$ cat config.mk
export PLATFORM = sky130hd
export DESIGN_NAME = seq_signed_mac
export DESIGN_NICKNAME = d
export VERILOG_FILES = /design/src/rtl/seq_signed_mac_pkg.sv /design/src/rtl/seq_signed_mac_booth_step.sv /design/src/rtl/seq_signed_mac.sv
export SDC_FILE = /design/constraint.sdc
export NUM_CORES = 1
export LEC_CHECK = 0
export CAP_MARGIN = 20
export CORE_MARGIN = 2
export CORE_UTILIZATION = 61
export CTS_CLUSTER_SIZE = 8
export DETAILED_ROUTE_END_ITERATION = 8
export HOLD_SLACK_MARGIN = 0.03
export PLACE_DENSITY = 0.87
export SLEW_MARGIN = 5
export SYNTH_ARGS = -nofsm -noshare
export SYNTH_HDL_FRONTEND = slang
export SYNTH_SLANG_ARGS = --single-unit
$ cat constraint.sdc
create_clock -name clk -period 8.8 [get_ports clk]
set_clock_uncertainty 0.05 [all_clocks]
set_input_delay 1.32 -clock clk [delete_from_list [all_inputs] [get_ports clk]]
set_output_delay 1.32 -clock clk [all_outputs]
set_load 0.03 [all_outputs]
$ cat src/rtl/seq_signed_mac_pkg.sv
// -----------------------------------------------------------------------------
// seq_signed_mac_pkg
// Shared definitions for the sequential signed multiply-accumulate block:
// default operand/product widths and the FSM state encoding.
// Defaults are 16-bit operands and a 32-bit product; instances may override
// them through module parameters.
// -----------------------------------------------------------------------------
package seq_signed_mac_pkg;

    localparam int DEF_BIT_WIDTH    = 16;
    localparam int DEF_RESULT_WIDTH = 2 * DEF_BIT_WIDTH;

    typedef enum logic [1:0] {
        ST_IDLE  = 2'd0,
        ST_MULT  = 2'd1,
        ST_ACCUM = 2'd2,
        ST_DONE  = 2'd3
    } state_t;

endpackage

$ cat src/rtl/seq_signed_mac_booth_step.sv
// -----------------------------------------------------------------------------
// booth_step
// One radix-2 Booth iteration: inspects {q[0], q_m1}, adds or subtracts the
// multiplicand into the partial-product register a, then shifts
// {a, q, q_m1} right arithmetically by one bit.
// Ports:
//   a / a_next       W+1-bit partial product (one guard bit so that negating
//                    the most negative multiplicand cannot overflow)
//   q / q_next       W-bit multiplier shift register
//   q_m1 / q_m1_next Booth history bit
//   m                W+1-bit sign-extended multiplicand
// -----------------------------------------------------------------------------
module booth_step #(
  parameter int W = 16
) (
  input  logic [W:0]   a,
  input  logic [W-1:0] q,
  input  logic         q_m1,
  input  logic [W:0]   m,
  output logic [W:0]   a_next,
  output logic [W-1:0] q_next,
  output logic         q_m1_next
);

  logic [W:0] sum;

  always_comb begin
    sum = a;
    case ({q[0], q_m1})
      2'b01:   sum = a + m;
      2'b10:   sum = a - m;
      default: sum = a;
    endcase
    // Arithmetic right shift of the concatenation {sum, q, q_m1}.
    a_next    = {sum[W], sum[W:1]};
    q_next    = {sum[0], q[W-1:1]};
    q_m1_next = q[0];
  end

endmodule

$ cat src/rtl/seq_signed_mac.sv
// -----------------------------------------------------------------------------
// seq_signed_mac
// Sequential signed multiply-accumulate. An operand pair is accepted in IDLE,
// multiplied over BIT_WIDTH cycles by iterative radix-2 Booth recoding,
// accumulated in one more cycle and presented in DONE until out_ready.
// Result appears BIT_WIDTH+1 edges after the accepting edge.
// Ports:
//   clk, rst                 clock, asynchronous active-high reset
//   in_valid / in_ready      operand handshake (in_ready only in IDLE)
//   multiplicand, multiplier signed operands, BIT_WIDTH bits
//   acc_clear                captured with the operands; restart accumulation
//   out_valid / out_ready    result handshake (out_valid only in DONE)
//   product                  signed product of the last operation
//   acc                      signed running sum of products
//   acc_sat                  sticky saturation flag (SEQ_SIGNED_MAC_SATURATE_EN)
// Optional feature: define SEQ_SIGNED_MAC_SATURATE_EN to clamp acc on
// overflow and expose acc_sat; otherwise acc wraps modulo 2^ACC_WIDTH.
// -----------------------------------------------------------------------------
module seq_signed_mac
  import seq_signed_mac_pkg::*;
#(
  parameter int BIT_WIDTH    = DEF_BIT_WIDTH,
  parameter int RESULT_WIDTH = DEF_RESULT_WIDTH,
  parameter int ACC_WIDTH    = RESULT_WIDTH + 8
) (
  input  logic                    clk,
  input  logic                    rst,
  input  logic                    in_valid,
  output logic                    in_ready,
  input  logic [BIT_WIDTH-1:0]    multiplicand,
  input  logic [BIT_WIDTH-1:0]    multiplier,
  input  logic                    acc_clear,
  output logic                    out_valid,
  input  logic                    out_ready,
  output logic [RESULT_WIDTH-1:0] product,
  output logic [ACC_WIDTH-1:0]    acc
`ifdef SEQ_SIGNED_MAC_SATURATE_EN
  ,
  output logic                    acc_sat
`endif
);

  localparam int CNT_W = (BIT_WIDTH > 2) ? $clog2(BIT_WIDTH) : 1;
  localparam logic [CNT_W-1:0] LAST_STEP = CNT_W'(BIT_WIDTH - 1);

  state_t                   state_reg;
  logic [BIT_WIDTH:0]       a_reg;
  logic [BIT_WIDTH-1:0]     q_reg;
  logic                     q_m1_reg;
  logic [BIT_WIDTH:0]       m_reg;
  logic [CNT_W-1:0]         count_reg;
  logic                     clear_reg;
  logic                     in_ready_reg;
  logic                     out_valid_reg;
  logic [RESULT_WIDTH-1:0]  product_reg;
  logic [ACC_WIDTH-1:0]     acc_reg;

  logic [BIT_WIDTH:0]       a_next;
  logic [BIT_WIDTH-1:0]     q_next;
  logic                     q_m1_next;

  logic [2*BIT_WIDTH-1:0]   full_prod;
  logic [RESULT_WIDTH-1:0]  prod_res;
  logic [ACC_WIDTH-1:0]     prod_acc;
  logic [ACC_WIDTH-1:0]     acc_base;
  logic [ACC_WIDTH-1:0]     acc_next;

  booth_step #(
    .W(BIT_WIDTH)
  ) u_booth_step (
    .a         (a_reg),
    .q         (q_reg),
    .q_m1      (q_m1_reg),
    .m         (m_reg),
    .a_next    (a_next),
    .q_next    (q_next),
    .q_m1_next (q_m1_next)
  );

  // After BIT_WIDTH steps the exact product sits in the low 2*BIT_WIDTH bits
  // of {a, q}; the guard bit only matters during the iterations.
  assign full_prod = {a_reg[BIT_WIDTH-1:0], q_reg};
  assign prod_res  = RESULT_WIDTH'($signed(full_prod));
  assign prod_acc  = ACC_WIDTH'($signed(prod_res));
  assign acc_base  = clear_reg ? '0 : acc_reg;

`ifdef SEQ_SIGNED_MAC_SATURATE_EN
  localparam logic [ACC_WIDTH-1:0] ACC_MAX = {1'b0, {(ACC_WIDTH-1){1'b1}}};
  localparam logic [ACC_WIDTH-1:0] ACC_MIN = {1'b1, {(ACC_WIDTH-1){1'b0}}};

  logic [ACC_WIDTH:0] sum_wide;
  logic               overflow;
  logic               acc_sat_reg;
  logic               acc_sat_next;

  // One extra bit detects signed overflow: the two top bits disagree.
  assign sum_wide     = {acc_base[ACC_WIDTH-1], acc_base} + {prod_acc[ACC_WIDTH-1], prod_acc};
  assign overflow     = sum_wide[ACC_WIDTH] ^ sum_wide[ACC_WIDTH-1];
  assign acc_next     = overflow ? (sum_wide[ACC_WIDTH] ? ACC_MIN : ACC_MAX)
                                 : sum_wide[ACC_WIDTH-1:0];
  assign acc_sat_next = (clear_reg ? 1'b0 : acc_sat_reg) | overflow;
  assign acc_sat      = acc_sat_reg;

  always_ff @(posedge clk or posedge rst) begin
    if (rst) begin
      acc_sat_reg <= 1'b0;
    end else if (state_reg == ST_ACCUM) begin
      acc_sat_reg <= acc_sat_next;
    end
  end
`else
  assign acc_next = acc_base + prod_acc;
`endif

  always_ff @(posedge clk or posedge rst) begin
    if (rst) begin
      state_reg     <= ST_IDLE;
      a_reg         <= '0;
      q_reg         <= '0;
      q_m1_reg      <= 1'b0;
      m_reg         <= '0;
      count_reg     <= '0;
      clear_reg     <= 1'b0;
      in_ready_reg  <= 1'b1;
      out_valid_reg <= 1'b0;
      product_reg   <= '0;
      acc_reg       <= '0;
    end else begin
      case (state_reg)
        ST_IDLE: begin
          if (in_valid && in_ready_reg) begin
            a_reg        <= '0;
            q_reg        <= multiplier;
            q_m1_reg     <= 1'b0;
            m_reg        <= {multiplicand[BIT_WIDTH-1], multiplicand};
            count_reg    <= '0;
            clear_reg    <= acc_clear;
            in_ready_reg <= 1'b0;
            state_reg    <= ST_MULT;
          end
        end
        ST_MULT: begin
          a_reg     <= a_next;
          q_reg     <= q_next;
          q_m1_reg  <= q_m1_next;
          count_reg <= count_reg + CNT_W'(1);
          if (count_reg == LAST_STEP) begin
            state_reg <= ST_ACCUM;
          end
        end
        ST_ACCUM: begin
          product_reg   <= prod_res;
          acc_reg       <= acc_next;
          out_valid_reg <= 1'b1;
          state_reg     <= ST_DONE;
        end
        ST_DONE: begin
          if (out_ready) begin
            out_valid_reg <= 1'b0;
            in_ready_reg  <= 1'b1;
            state_reg     <= ST_IDLE;
          end
        end
        default: state_reg <= ST_IDLE;
      endcase
    end
  end

  assign in_ready  = in_ready_reg;
  assign out_valid = out_valid_reg;
  assign product   = product_reg;
  assign acc       = acc_reg;

endmodule
==> results.toml <==
[run_status]
status = "finished, final reports clean"

[route]
vias = 7540
wl_per_cell_um = 17.9
drt_iter0_drc = 623
via_per_inst = 6.26
drtPass1Iterations = 6
drc_errors = 0
ant_nets = 0
drt_wl_total_mm = 21.5

[logic_synthesis]
syn_avg_cell_area_um2 = 9.53
synth_top_family_by_area = "compound AO/OA/AOI/OAI gates"
synth.area.mux_share_pct = 12.6
ys_seq_area_share_pct = 37.3
yosysTopAreaCell = "dfrtp_1"
synth-async-reset-ratio_pct = 100
synth-seq-cells = 130
synth_nets = 1017
syn-cell-area_um2 = 8730
yosysTopAreaCellShare_pct = 37.0
synthCells = 916
yosys_most_used_dff = "dfrtp_1"
synthAdderAreaFrac_pct = 9.35
synth_compound_area_share_pct = 17.1
ys_warn_count = 0
synth_edf_count = 0
synth_cell_types = 72
synth_area_leaders = "dfrtp_1 (37%), mux2_2 (10%), ha_1 (8.9%)"
synth_xor_area_share_pct = 5.62
synthSimpleGateAreaFrac_pct = 14.6

[place]
portBuffers = 110
dp_hpwl_mm = 14.6
dp_slack_ns = 4.92
place.gp.congestion = 0.914

[floorplan]
core_um2 = 13900
dieWidth_um = 124
io_pins = 111
die_h_um = 124
die-area_um2 = 15300
start_util_pct = 62.6
num_rows = 43

[worst_setup_path]
crit_path_max_fanout = 27
cp-end-kind = "flip-flop"
worstReg2RegStart = "clear_reg"
cp-start-kind = "flip-flop"
worstPathArrival_ns = 4.26
critical_path_class = "flip-flop to flip-flop"
crit_path_start = "clear_reg"
required_ns = 9.06

[cts]
cts_made_buffers = 17
clockBufferDepth = 2
cts_root_buf = "clkbuf_16"
clk_pin_slew_ns = 0.06
cts_tree = "yes"
cts_hold_buffers = 0
cts_setup_buffers = 0
cts_resized = 0
worst_skew_pair.late_latency_ns = 0.43
h-tree-depth = 4
cts_sinks = 130

[timing]
max_freq_mhz = 250
drv_slew = 0
fin_crit_sh_pct = 45.4
fin_ws_ns = 4.80
setup_tns_ns = 0
rsz0062_at_grt = "no"
hold_violations = 0
worstMarginPinSlew_ns = 0.983
setup_viol = 0
relSlewSlack_pct = 34.5
finalCriticalPeriod_ns = 4.00

[layout]
layout-drive-gt1-share_pct = 13.6
largest_reg_flops = 40
areaGrowthSynthToFinish_pct = 20.8
seqCellArea_um2 = 3250
n_antenna_cell = 0
multi_input_area_um2 = 5190
mostFrequentLayoutCell = "dfrtp_1"
layout_common_cells = "dfrtp_1 (129), clkdlybuf4s50_1 (110), mux2_2 (79)"
final_nets = 1112
fill_cells = 960

[grt]
first_global_vias = 7192
use_met1_pct = 38.3
grt_util_met3_pct = 6.23
grt_max_degree = 78
overflow = 0
track_usage_pct = 29.3
top_usage_layer = "met2"
antenna_found_initial = 0
grt_first_pass_wirelength_mm = 35.1
use_met2_pct = 47.5

[power_and_ir_drop]
ir_drop_mv = 0.116
leakagePower_nw = 4.86
power_density_nw_per_um2 = 127

[flow_run]
cap_violations = 0

[worst_hold_path]
hp-start = "product[28]"
hp-class = "flip-flop to flip-flop"
==> routing by layer <==
layer  routed length [µm]  part of all wire [%]  up-vias
met5                    0                     0        -
met4                  631                   2.9        0
met3                 1220                   5.7       48
met2                10300                    48      299
met1                 9420                    44     3684
li1                     -                     -     3509
==> worst paths after layout <==
| kind | to | slack, ns | depth (start not counted) |
|---|---|---|---|
| min | product[28] | 0.46 | 1 |
| max | acc[32] | 4.80 | 12 |
| min in group asynchronous | product[8] | 1.33 | 2 |
| max in group asynchronous | product[30] | 5.99 | 3 |
| max reg2reg | acc[32] | 4.80 | 12 |
| min reg2reg | product[28] | 0.46 | 1 |
==> per-stage QoR <==
stage	utilization, %	total power [mW]	instances	area, µm²	hold slack (ns)
after floorplan	-	0.642	916	8730	0.440
after global placement	71.4	0.666	1170	9960	0.439
after detailed placement	71.5	0.668	1171	9960	0.445
after CTS	75.5	1.34	1203	10500	0.459
after global routing	75.6	1.37	1204	10500	0.475
final	75.6	1.34	1204	10500	0.458
==> cells by family (layout without fill, tap and decap cells) <==
group,after synthesis,count (layout)
and+or+nand+nor,255,255
AOI/OAI and AO/OA,233,233
DFF,130,130
muxes,100,100
buffers and inverters,78,186
adders and majority gates,64,64
xor gates and xnor gates,56,56
==> critical path: stages (launching register included) <==
cell      delay (ns)
dfrtp_1         0.71
buf_4           0.43
nor2b_1         0.09
ha_1            0.38
a211oi_1        0.13
or4_1           0.58
a31oi_1         0.28
and2_1          0.18
o21ai_1         0.10
a21oi_1         0.37
a21boi_1        0.17
xnor2_1         0.15
mux2_2          0.26
==> synth_stat cells (4+ instances only) <==
library cell,instances
mux2_2,79
nand3b_1,4
nand4_1,8
a32oi_1,7
o31ai_1,4
o21ai_0,50
nand2b_1,9
dfrtp_1,129
a211oi_1,8
and3_1,4
inv_1,35
a221oi_1,4
a31oi_1,10
a211o_1,6
nand2_1,61
ha_1,62
clkbuf_1,37
o21bai_1,4
xor2_1,13
nor2b_1,41
nand3_1,12
a21o_1,24
a21oi_1,72
nor3_1,23
mux2i_1,21
o211ai_1,5
or3_1,4
xnor2_1,43
nor2_1,68
==> report_power, final <==
| group | internal, mW | switching, mW | total, mW |
|---|---|---|---|
| sequential | 0.601 | 0.00463 | 0.606 |
| clock | 0.390 | 0.288 | 0.678 |
| combinational | 0.0230 | 0.0286 | 0.0516 |
| total | 1.01 | 0.321 | 1.34 |
==> layout make-up <==
cell class,instances,share of cell area (%)
Clock inverter,15,1.28
Multi-Input combinational cell,708,49.2
Tap cell,180,2.14
Clock buffer,17,4.04
Timing Repair Buffer,119,11.2
Inverter,35,1.27
Sequential cell,130,30.9
Note: power is estimated with default switching activity, not from simulation.
==> variant, RTL diff (config.mk and constraints unchanged) <==
Encoding of `state_t`: now one-hot (4 bits for 4 states).
--- a/src/rtl/seq_signed_mac_pkg.sv
+++ b/src/rtl/seq_signed_mac_pkg.sv
@@ -10,11 +10,11 @@
     localparam int DEF_BIT_WIDTH    = 16;
     localparam int DEF_RESULT_WIDTH = 2 * DEF_BIT_WIDTH;
 
-    typedef enum logic [1:0] {
-        ST_IDLE  = 2'd0,
-        ST_MULT  = 2'd1,
-        ST_ACCUM = 2'd2,
-        ST_DONE  = 2'd3
+    typedef enum logic [3:0] {
+        ST_IDLE  = 4'b0001,
+        ST_MULT  = 4'b0010,
+        ST_ACCUM = 4'b0100,
+        ST_DONE  = 4'b1000
     } state_t;
 
 endpackage
Check against the original RTL: same outputs for any inputs over 10 cycles, from zero or initial values and one cycle with rst high; not proved beyond that.
==> variant against the original RTL <==
- wire length is 5.4% lower
- area after synthesis shrank 4.9%
- hold slack got worse by 31 ps
- final area down 3.5%
- power is 5.3% higher
- combinational power shrank 45%
- worst setup slack improved by 240 ps
- sequential share of layout area grew 1.6 points
- synthesized cell count rose by 3.3%
- sequential cell count grew 2
- critical path type unchanged
- critical endpoint is now a_reg[15]
- highest routed layer unchanged
==> variant: results (changes against the original RTL) <==
Area contributors post-synth: dfrtp_1 39%, ha_1 8.7%, nand2_1 7.1%
Mapped Avg Cell Area: 8.77 um2 (-7.9%)
Reg power frac: 43.2% (-2.2 points)
outcome: completed
First-pass DRT Iterations: 5 (-1)
Final Util: 76.8% (+1.2 points)
pre-CTS setup slack: 5190 ps (+272 ps)
CP arrival: 4030 ps (-230 ps)
vias in the first global route: 7022 (-2.4%)
Final nets: 1134 (+2.0%)
Synth Area in Compound Gates: 17.3% (+0.22 points)
GRT Resource Usage Total: 29.4% (+0.093 points)
filler instances: 905 (-5.7%)
library cells used by synthesis: 57 (-21%)
RePlAce Congestion: 0.898 (-1.7%)
DR WL met3: 1040 um (-14%)
dpl hpwl: 13900 um (-4.6%)
Power Clock: 771 uW (+14%)
first-pass GRT wire length: 34100 um (-3.0%)
GR Layer Usage met3: 5.99% (-0.24 points)
Detail Route met2 WL: 9750 um (-5.0%)
Synth Area in Adders: 9.23% (-0.12 points)
Worst Max-Slew Pin Slew: 1150 ps (+172 ps)
Vias: 7244 (-3.9%)
placed cell areas: 9510 um2 (-4.6%)
mux contribution to synthesized area: 4.95% (-7.7 points)
Post-synth top cells: 158 x nand2_1, 130 x dfrtp_1, 73 x o21ai_0
sequential element share of the synthesized area: 39.8% (+2.6 points)
met2 GRT Util: 47.7% (+0.21 points)
Detailed Route WL: 20400 um (-5.4%)
DRT iter0 DRCs: 546 (-12%)
Clock Power Share: 54.8% (+4.0 points)
VDD IR max: 0.0967 mV (-16%)
placed cells: 1193 (+1.9%)
## variant: changes by cell type after synthesis, moves of 7 or more
cell | unedited run | this run
nand2_1 | 61 | 158
mux2_2 | 79 | 32
o21ai_0 | 50 | 73
o21ai_1 | 3 | 25
inv_1 | 35 | 17
mux2i_1 | 21 | 5
a31oi_1 | 10 | 24
xor2_1 | 13 | 25
nand3_1 | 12 | 21
nor3_1 | 23 | 15
a21oi_1 | 72 | 65
## variant: cell families (layout without fill, tap and decap cells)
| kind of cell | Yosys count | in the layout |
|---|---|---|
| buffers and inverters | 63 | 167 |
| flip-flops | 132 | 132 |
| AND/OR/NAND/NOR | 347 | 347 |
| AO/OA/AOI/OAI | 245 | 245 |
| adder cells (fa/ha/maj) | 60 | 60 |
| multiplexers | 37 | 37 |
| XOR/XNOR | 62 | 62 |
## variant: final timing paths
path                        startpoint           end  slack (ps)  depth (start not counted)
setup / recovery              q_reg[0]     a_reg[15]        5040                         13
hold / removal             product[17]   product[17]         430                          2
setup reg to reg              q_reg[0]     a_reg[15]        5040                         13
hold reg to reg            product[17]   product[17]         430                          2
max in group asynchronous          rst       acc[31]        5980                          3
min in group asynchronous          rst  count_reg[3]        1350                          2
## variant: layout make-up
cell class                 instances  area share, %
clock inverter                    14           1.96
timing repair buffer             117           11.5
tap                              176           2.16
clock buffer                      18           4.32
multi-input combinational        751           46.8
inverter                          18          0.689
sequential                       132           32.5
## variant: worst max-delay path, stage by stage, from the launching register on
cell      delay, ps
dfrtp_1         410
ha_1            520
mux2_2          440
fa_1            400
nor2b_1         160
o21ai_1          90
a21boi_1        300
o211ai_2        160
a211oi_1        320
o31ai_1         150
xnor2_1         210
a21oi_1         110
o21ai_0         250
nand2_1          80
